==> src/rtl/imem_arbiter_if.sv <==
// Requester-side handshake bundle for one port of the instruction-memory
// arbiter: request/address/size in, grant and registered response out.
interface imem_arbiter_if #(
   parameter int ADDR_W = 10,
   parameter int DATA_W = 64
);
   logic              req;
   logic [ADDR_W-1:0] addr;
   logic [1:0]        word;
   logic              gnt;
   logic              rvalid;
   logic [DATA_W-1:0] rdata;
   logic              err;

   // Requester drives the access, observes grant and response.
   modport master (
      output req, addr, word,
      input  gnt, rvalid, rdata, err
   );

   // Arbiter samples the access, returns grant and response.
   modport slave (
      input  req, addr, word,
      output gnt, rvalid, rdata, err
   );
endinterface

==> src/rtl/imem_arbiter.sv <==
// Two-port round-robin arbiter in front of the combinational instruction
// memory read port. Port 0 is instruction fetch, port 1 is debug readback.
// Grant is combinational; the range-checked, size-masked response is
// registered and returned to the granted port one cycle later.
module imem_arbiter #(
   parameter int ADDR_W = 10,
   parameter int DATA_W = 64
) (
   input  logic              clk,
   input  logic              rst,
   imem_arbiter_if.slave     m0,
   imem_arbiter_if.slave     m1,
   output logic [ADDR_W-1:0] mem_addr,
   output logic [1:0]        mem_word,
   input  logic [DATA_W-1:0] mem_data
);

   typedef struct packed {
      logic              valid;
      logic              err;
      logic [DATA_W-1:0] data;
   } resp_t;

   // last_q = index of the most recently granted port; 1 at reset so that
   // port 0 wins the first tie.
   logic  last_q, last_d;
   resp_t rsp0_q, rsp0_d;
   resp_t rsp1_q, rsp1_d;

   logic              gnt0, gnt1;
   logic [ADDR_W-1:0] sel_addr;
   logic [1:0]        sel_word;
   logic [ADDR_W:0]   last_byte;
   logic [ADDR_W:0]   end_addr;
   logic              range_err;
   logic [DATA_W-1:0] size_mask;
   logic [DATA_W-1:0] resp_data;

   // Arbitration, memory drive, range check and next response values.
   always_comb begin
      // NOTE: every signal gets a default at the top of the block so no path
      // leaves it unassigned -- otherwise synthesis infers a latch.
      gnt0      = m0.req & (~m1.req | last_q);
      gnt1      = m1.req & (~m0.req | ~last_q);
      last_d    = last_q;
      sel_addr  = '0;
      sel_word  = '0;
      rsp0_d    = rsp0_q;
      rsp1_d    = rsp1_q;
      last_byte = '0;
      size_mask = '0;

      if (gnt0) begin
         sel_addr = m0.addr;
         sel_word = m0.word;
         last_d   = 1'b0;
      end else if (gnt1) begin
         sel_addr = m1.addr;
         sel_word = m1.word;
         last_d   = 1'b1;
      end

      case (sel_word)
         2'b00: begin last_byte = (ADDR_W+1)'(0); size_mask = DATA_W'(64'h0000_0000_0000_00FF); end
         2'b01: begin last_byte = (ADDR_W+1)'(1); size_mask = DATA_W'(64'h0000_0000_0000_FFFF); end
         2'b10: begin last_byte = (ADDR_W+1)'(3); size_mask = DATA_W'(64'h0000_0000_FFFF_FFFF); end
         default: begin last_byte = (ADDR_W+1)'(7); size_mask = '1; end
      endcase

      // One extra bit catches any access whose last byte runs past the top.
      end_addr  = {1'b0, sel_addr} + last_byte;
      range_err = end_addr[ADDR_W];
      resp_data = range_err ? '0 : (mem_data & size_mask);

      // Pulse rvalid only toward the granted port; the other holds its data.
      rsp0_d.valid = 1'b0;
      rsp1_d.valid = 1'b0;
      if (gnt0) rsp0_d = '{valid: 1'b1, err: range_err, data: resp_data};
      if (gnt1) rsp1_d = '{valid: 1'b1, err: range_err, data: resp_data};
   end

   // Round-robin pointer and per-port response registers.
   always_ff @(posedge clk or posedge rst) begin
      // NOTE: state flops use non-blocking assignment so every flop samples
      // the pre-edge value of its inputs regardless of statement order.
      if (rst) begin
         last_q <= 1'b1;
         rsp0_q <= '0;
         rsp1_q <= '0;
      end else begin
         last_q <= last_d;
         rsp0_q <= rsp0_d;
         rsp1_q <= rsp1_d;
      end
   end

   assign mem_addr  = sel_addr;
   assign mem_word  = sel_word;

   assign m0.gnt    = gnt0;
   assign m0.rvalid = rsp0_q.valid;
   assign m0.err    = rsp0_q.err;
   assign m0.rdata  = rsp0_q.data;

   assign m1.gnt    = gnt1;
   assign m1.rvalid = rsp1_q.valid;
   assign m1.err    = rsp1_q.err;
   assign m1.rdata  = rsp1_q.data;

endmodule

==> src/flat_wrapper.sv <==
// flat-port wrapper written by rule: the top's interface ports become plain ports
module imem_arbiter_flat 
#(
   parameter int ADDR_W = 10,
   parameter int DATA_W = 64
)
  (clk, rst, mem_addr, mem_word, mem_data, m0_req, m0_addr, m0_word, m0_gnt, m0_rvalid, m0_rdata, m0_err, m1_req, m1_addr, m1_word, m1_gnt, m1_rvalid, m1_rdata, m1_err);
  imem_arbiter_if #(.ADDR_W(ADDR_W), .DATA_W(DATA_W)) m0_i ();
  imem_arbiter_if #(.ADDR_W(ADDR_W), .DATA_W(DATA_W)) m1_i ();
  input  logic clk;
  input  logic rst;
  output logic [ADDR_W-1:0] mem_addr;
  output logic [1:0] mem_word;
  input  logic [DATA_W-1:0] mem_data;
  input wire logic [$bits(m0_i.req)-1:0] m0_req;
  input wire logic [$bits(m0_i.addr)-1:0] m0_addr;
  input wire logic [$bits(m0_i.word)-1:0] m0_word;
  output wire logic [$bits(m0_i.gnt)-1:0] m0_gnt;
  output wire logic [$bits(m0_i.rvalid)-1:0] m0_rvalid;
  output wire logic [$bits(m0_i.rdata)-1:0] m0_rdata;
  output wire logic [$bits(m0_i.err)-1:0] m0_err;
  input wire logic [$bits(m1_i.req)-1:0] m1_req;
  input wire logic [$bits(m1_i.addr)-1:0] m1_addr;
  input wire logic [$bits(m1_i.word)-1:0] m1_word;
  output wire logic [$bits(m1_i.gnt)-1:0] m1_gnt;
  output wire logic [$bits(m1_i.rvalid)-1:0] m1_rvalid;
  output wire logic [$bits(m1_i.rdata)-1:0] m1_rdata;
  output wire logic [$bits(m1_i.err)-1:0] m1_err;
  assign m0_i.req = m0_req;
  assign m0_i.addr = m0_addr;
  assign m0_i.word = m0_word;
  assign m0_gnt = m0_i.gnt;
  assign m0_rvalid = m0_i.rvalid;
  assign m0_rdata = m0_i.rdata;
  assign m0_err = m0_i.err;
  assign m1_i.req = m1_req;
  assign m1_i.addr = m1_addr;
  assign m1_i.word = m1_word;
  assign m1_gnt = m1_i.gnt;
  assign m1_rvalid = m1_i.rvalid;
  assign m1_rdata = m1_i.rdata;
  assign m1_err = m1_i.err;
  imem_arbiter #(.ADDR_W(ADDR_W), .DATA_W(DATA_W)) u_core (.clk(clk), .rst(rst), .m0(m0_i), .m1(m1_i), .mem_addr(mem_addr), .mem_word(mem_word), .mem_data(mem_data));
endmodule
==> config.mk <==
export PLATFORM = sky130hd
export DESIGN_NAME = imem_arbiter_flat
export DESIGN_NICKNAME = d
export VERILOG_FILES = /design/src/rtl/imem_arbiter_if.sv /design/src/rtl/imem_arbiter.sv /design/src/flat_wrapper.sv
export SDC_FILE = /design/constraint.sdc
export NUM_CORES = 1
export LEC_CHECK = 0
export ABC_AREA = 1
export CORE_UTILIZATION = 48
export DETAILED_ROUTE_END_ITERATION = 12
export PLACE_DENSITY = 0.86
export SYNTH_ARGS = -nofsm -noshare
export SYNTH_HDL_FRONTEND = slang
export SYNTH_SLANG_ARGS = --single-unit
==> constraint.sdc <==
create_clock -name clk -period 6.8 [get_ports clk]
set_input_delay 1.02 -clock clk [delete_from_list [all_inputs] [get_ports clk]]
set_output_delay 1.02 -clock clk [all_outputs]
set_load 0.1 [all_outputs]
* After elaboration in Yosys (flattened, before gate mapping) *
Cells that the tools add are included.

word-level totals
  register bits = 133
  latch bits = 0
  bits in writable memories = 0
  memory bits (read-only) = 0
  input bits = 92
  output and inout bits = 146
  word-level logic and storage cells = 31
  memories kept = 0

cells by class
  add/subtract/negate cells = 1
  multiply operators = 0
  divide/modulo/power cells = 0
  $lt $le $gt $ge = 0
  equal/unequal tests = 2
  shift operators = 0
  multiplexer cells = 11
  bitwise logic cells = 8
  reduce and logical (&&, ||, !) cells = 2

operators with widths
  cell                                                             count
  64-bit one-hot mux with 3 select lines                           1
  66-bit 2-to-1 mux                                                2
  64-bit bitwise AND                                               1
  64-bit 2-to-1 mux                                                1
  10-bit 2-to-1 mux                                                2
  10-bit by 3-bit adder with 11-bit output                         1
  3-bit one-hot mux with 3 select lines                            1
  2-bit 2-to-1 mux                                                 2
  1-bit inverter                                                   3
  1-bit bitwise AND                                                2
  2-bit by 1-bit == test with 1-bit output, second input constant  1
  2-bit == test, second input constant                             1
  2-bit logical NOT                                                1
  1-bit 2-to-1 mux                                                 2
  1-bit bitwise OR                                                 2
  2-bit nonzero test                                               1

* Logic depth before layout (Yosys ltp) *
  depth in word-level cells = 10
  gate-level depth with buffers = 20
  mapped depth without buffers = 17

* Worst setup path after synthesis *
OpenSTA, ideal clock, no wires.

  kind = input to register
  start = in m0_req
  end = reg u_core.rsp1_q (netlist bit u_core.m1.rdata[33])
  library setup time = 0.121 ns
  arrival time = 3.612 ns
  required time = 6.679 ns
  path slack = 3.067 ns
  cell stages on the path = 18
  path buffers = 4
  cells stage by stage = buf_4 > nand2_2 > nand2_2 > nand2_1 > nand2_1 > nand2_1 > buf_2 > inv_1 > ha_1 > inv_1 > nor2_1 > nand2_1 > nor2_1 > nand2_1 > buf_4 > buf_6 > nand4_1 > nand2_1

between the ends
  longest elaborated chain between the ends = 9
  elaborated cells on any way between the ends = 16
  those cells by class = add/sub (1); eq/ne (2); mux (7); bitwise (5); reduce/logical (1)

ends and longest elaborated chain
  what                                                                                                    line                                    RTL
  start, declared                                                                                         flat_wrapper.sv:15                      input wire logic [$bits(m0_i.req)-1:0] m0_req;
  1-bit inverter                                                                                          imem_arbiter.sv:44                      gnt1 = m1.req & (~m0.req | ~last_q);
  1-bit bitwise OR                                                                                        imem_arbiter.sv:44
  1-bit bitwise AND                                                                                       imem_arbiter.sv:44
  2-bit 2-to-1 mux                                                                                        imem_arbiter.sv:57                      end else if (gnt1) begin
  2-bit 2-to-1 mux *                                                                                      imem_arbiter.sv:53                      if (gnt0) begin
  named net mem_word[0]                                                                                   flat_wrapper.sv:13                      output logic [1:0] mem_word;
  2-bit == test (tied with other cells)                                                                   imem_arbiter.sv:63                      case (sel_word)
  3-bit one-hot mux with 3 select lines / 64-bit one-hot mux with 3 select lines (equally long branches)  imem_arbiter.sv:63
  10-bit by 3-bit adder with 11-bit output / 64-bit bitwise AND (equally long branches)                   imem_arbiter.sv:71, imem_arbiter.sv:73
  64-bit 2-to-1 mux *                                                                                     imem_arbiter.sv:73                      resp_data = range_err ? '0 : (mem_data & size_mask);
  end signal, assigned                                                                                    imem_arbiter.sv:93                      rsp1_q <= rsp1_d;
  end, declared                                                                                           imem_arbiter.sv:28                      resp_t rsp1_q, rsp1_d;

Mark *: on every way through the listed nets, which the timed path passes. The rest lies on a longest branch.
A chain may end at the register's enable or synchronous reset.

* Worst setup path in the final report *
  start = in m0_req
  end = out m0_gnt

between the ends
  longest elaborated chain between the ends = 1

ends and longest elaborated chain
  what               line                RTL
  1-bit bitwise AND  imem_arbiter.sv:43  gnt0 = m0.req & (~m1.req | last_q);
  end, declared      flat_wrapper.sv:18  output wire logic [$bits(m0_i.gnt)-1:0] m0_gnt;

Every way passes these cells.

==> summary.txt <==
Placement
  – IO Port Bufs: 237
  – Global placer's final weighted congestion: 0.8544
  – Detail Placement HPWL: 11.69 mm

Route
  – Via/cell ratio: 5.372
  – Routed Antenna Nets: 0
  – Drt first pass iters: 6
  – DRC: 0
  – Initial detailed-routing violation count: 671
  – WL final: 18.71 mm
  – Vias: about 6k
  – Routed WL per cell: 16.30 um

Hold path
  – Hold Startpoint: u_core.m1.err$_DFFE_PP0N_
  – Worst hold-check path type: register to register
  – Hold Path Stages: 2
  – Endpoint, Worst Hold: u_core.m1.err$_DFFE_PP0N_

Global routing
  – Vias in the first global route: 5861
  – Global Route Usage Sum: 28.59%
  – Initial antenna violation count: 0
  – Grt total ovfl: 0
  – Largest net degree at the start of global routing: 84
  – Wire length of the first global-routing pass: 29.40 mm

Critical path
  – FF-to-FF Start: u_core.last_q$_DFFE_PP1P_
  – CP arrival: 4.10 ns
  – Critical path class: input pin to output port
  – Worst Path Required: approximately 5.8 ns
  – Startpoint types: input pin
  – Worst R2R Path Depth: 14
  – Reg2reg setup slack: 2.99 ns
  – CP endpoint kind: output port
  – Critical Path Fanout Max: 53
  – FF-to-FF End: u_core.m0.err$_DFFE_PP0P_

Run
  – Max-Cap Viols: 0

Floorplan
  – Initial Util: 49.31%
  – # rows: 41
  – IO Pins: 238
  – Core ar.: between 10000 and 15000 sq um
  – Die ar.: 13480 sq um
  – Chip Height: ~120 um
  – Die width: approximately 120 um

Synthesis
  – Post-synthesis sequential area ratio: 53.28%
  – Flop and latch count out of synthesis: between 100 and 150
  – Top-area cell type share of the netlist area: 52.86%
  – Leading area contributor after synthesis: dfrtp_1
  – Ys Warns: 0
  – Top cells by area, synth: dfrtp_1, nand2_1, nand4_1, inv_1, nor2_1
  – Post-Synthesis Cell Area: 6248 sq um
  – Post-Syn Nets: 853
  – Syn_area_per_cell: around 8.2 sq um
  – Syn Inst Count: 759
  – Cell variety after synth: 19

Timing
  – Worst Tran Pin Value: approximately 1.0 ns
  – Endpoints failing setup: 0
  – Post-layout minimum cycle time: 5.121 ns
  – Slew Viols, Final: 0
  – Hold Vio Cnt, Final: 0
  – RSZ-0062 raised after global routing: no
  – FMAX: 195.3 MHz
  – Final Skew: between 0.005 and 0.006 ns
  – Slew headroom: between 30% and 40%
  – Setup TNS: 0 ns
  – Fin crit share: 75.31%

Final layout
  – FF+latch area: 3329 sq um
  – Area occupied by multi-input gates: around 2300 sq um
  – Commonest non-fill, non-tap cell in the layout: nand2_1
  – Area Growth Syn to Fin: 46.14%
  – Ant. Diodes: 0
  – Layout fillers: roughly 1000
  – Commonest non-fill, non-tap cells in the layout: nand2_1, clkdlybuf4s50_1, dfrtp_1
  – Layout cell share with drive strength beyond 1: 6.352%
  – Nets: 1057

CTS
  – Longest Clk Path Bufs: 2
  – Clock-pin slew on the worst setup and hold paths: approximately 0.05 ns
  – TritonCTS buffer count: 17
  – Clock Latency Late Sink: 0.41 ns
  – Hold_buf cts: 0
  – CTS Sinks: 133
  – Post-CTS setup buffer count: 0
  – Root Driver: clkbuf_16
  – Cts repair resizes: 0
  – Deepest level of the CTS H-tree: 4
  – CTS tree: done

Outcome
  – Status: completed

Pwr
  – Leak: around 4.7 nW
  – Power density cells: 330.8 nW/um^2
  – VDD IR max: 206.3 uV
  – Final Total Pwr: between 3 and 4 mW
-- layer usage --
layer	vias to the layer above	wire length, um	global-route usage, %
li1	2882	-	-
met1	2888	7559	36.45
met2	355	8980	46.67
met3	42	1743	7.992
met4	0	431	10.60
met5	-	0	0
-- report_power, final --
group	leakage (nW)	internal (mW)	total, mW	switching, mW
registers	1.75	0.874	0.924	0.0498
clock network	0.303	0.603	0.966	0.363
logic	2.67	0.251	1.13	0.880
-- synthesized netlist by cell type (all sizes together) --
cell / instances
nand2: 305
dfrtp: 132
nand4: 128
inv: 68
buf: 53
nor2: 46
nand3: 13
clkbuf: 7
a22o: 2
ha: 2
dfstp: 1
nand3b: 1
o21ai: 1
-- logic make-up (layout without fill, tap and decap cells) --
family                     after synthesis  after routing  share of synthesized area, %
AOI/OAI and AO/OA                        3              3                        0.3604
DFF                                    133            133                         53.28
and+or+nand+nor                        493            493                         35.38
buffers and inverters                  128            345                         10.57
adders and majority gates                2              2                        0.4004
-- sequential cells by signal, summed over array words and instances (netlist names) --
| name | count |
|---|---|
| u_core.m1.rdata | 64 |
| u_core.last_q | 1 |
| u_core.m0.rvalid | 1 |
| u_core.m0.rdata | 64 |
| u_core.m0.err | 1 |
| u_core.m1.err | 1 |
| u_core.m1.rvalid | 1 |
-- final cells by class --
type                    instances  share of cell area (%)
clock inverters                13                   1.864
repair buffers                245                   26.58
clock buffers                  19                   4.960
flip-flops and latches        133                   36.46
well taps                     172                   2.357
multi-input cells             498                   24.95
inverters                      68                   2.823
-- how the worst max path moves through the flow --
stage | start | to | slack [ns] | cells past startpoint
after floorplan | rst | u_core.m0.err$_DFFE_PP0P_ | 2.23 | 1
after global placement | m0_req | m0_gnt | 1.84 | 5
after detailed placement | m0_req | m0_gnt | 1.75 | 5
after CTS | m0_req | m0_gnt | 1.74 | 5
after global routing | m0_req | m0_gnt | 1.57 | 5
final | m0_req | m0_gnt | 1.68 | 5
-- per-stage QoR --
stage | setup slack [ns] | std cells | area, sq um | util (%) | hold slack [ns]
finish | 1.679 | 1148 | 9131 | 72.06 | 0.4788
global route | 1.574 | 1148 | 9131 | 72.06 | 0.4870
CTS | 1.739 | 1148 | 9131 | 72.06 | 0.4816
detailed placement | 1.752 | 1116 | 8508 | 67.15 | 0.4645
global placement | 1.841 | 1116 | 8508 | 67.15 | 0.4615
floorplan | 2.227 | 759 | 6248 | - | 0.4986
-- critical path, cell delays in order --
cell	delay, ns
clkdlybuf4s50_1	0.72
nand2_1	0.30
nand2_2	0.22
buf_4	0.54
clkdlybuf4s50_1	1.26
No activity file was read; power rests on OpenSTA's default activity.
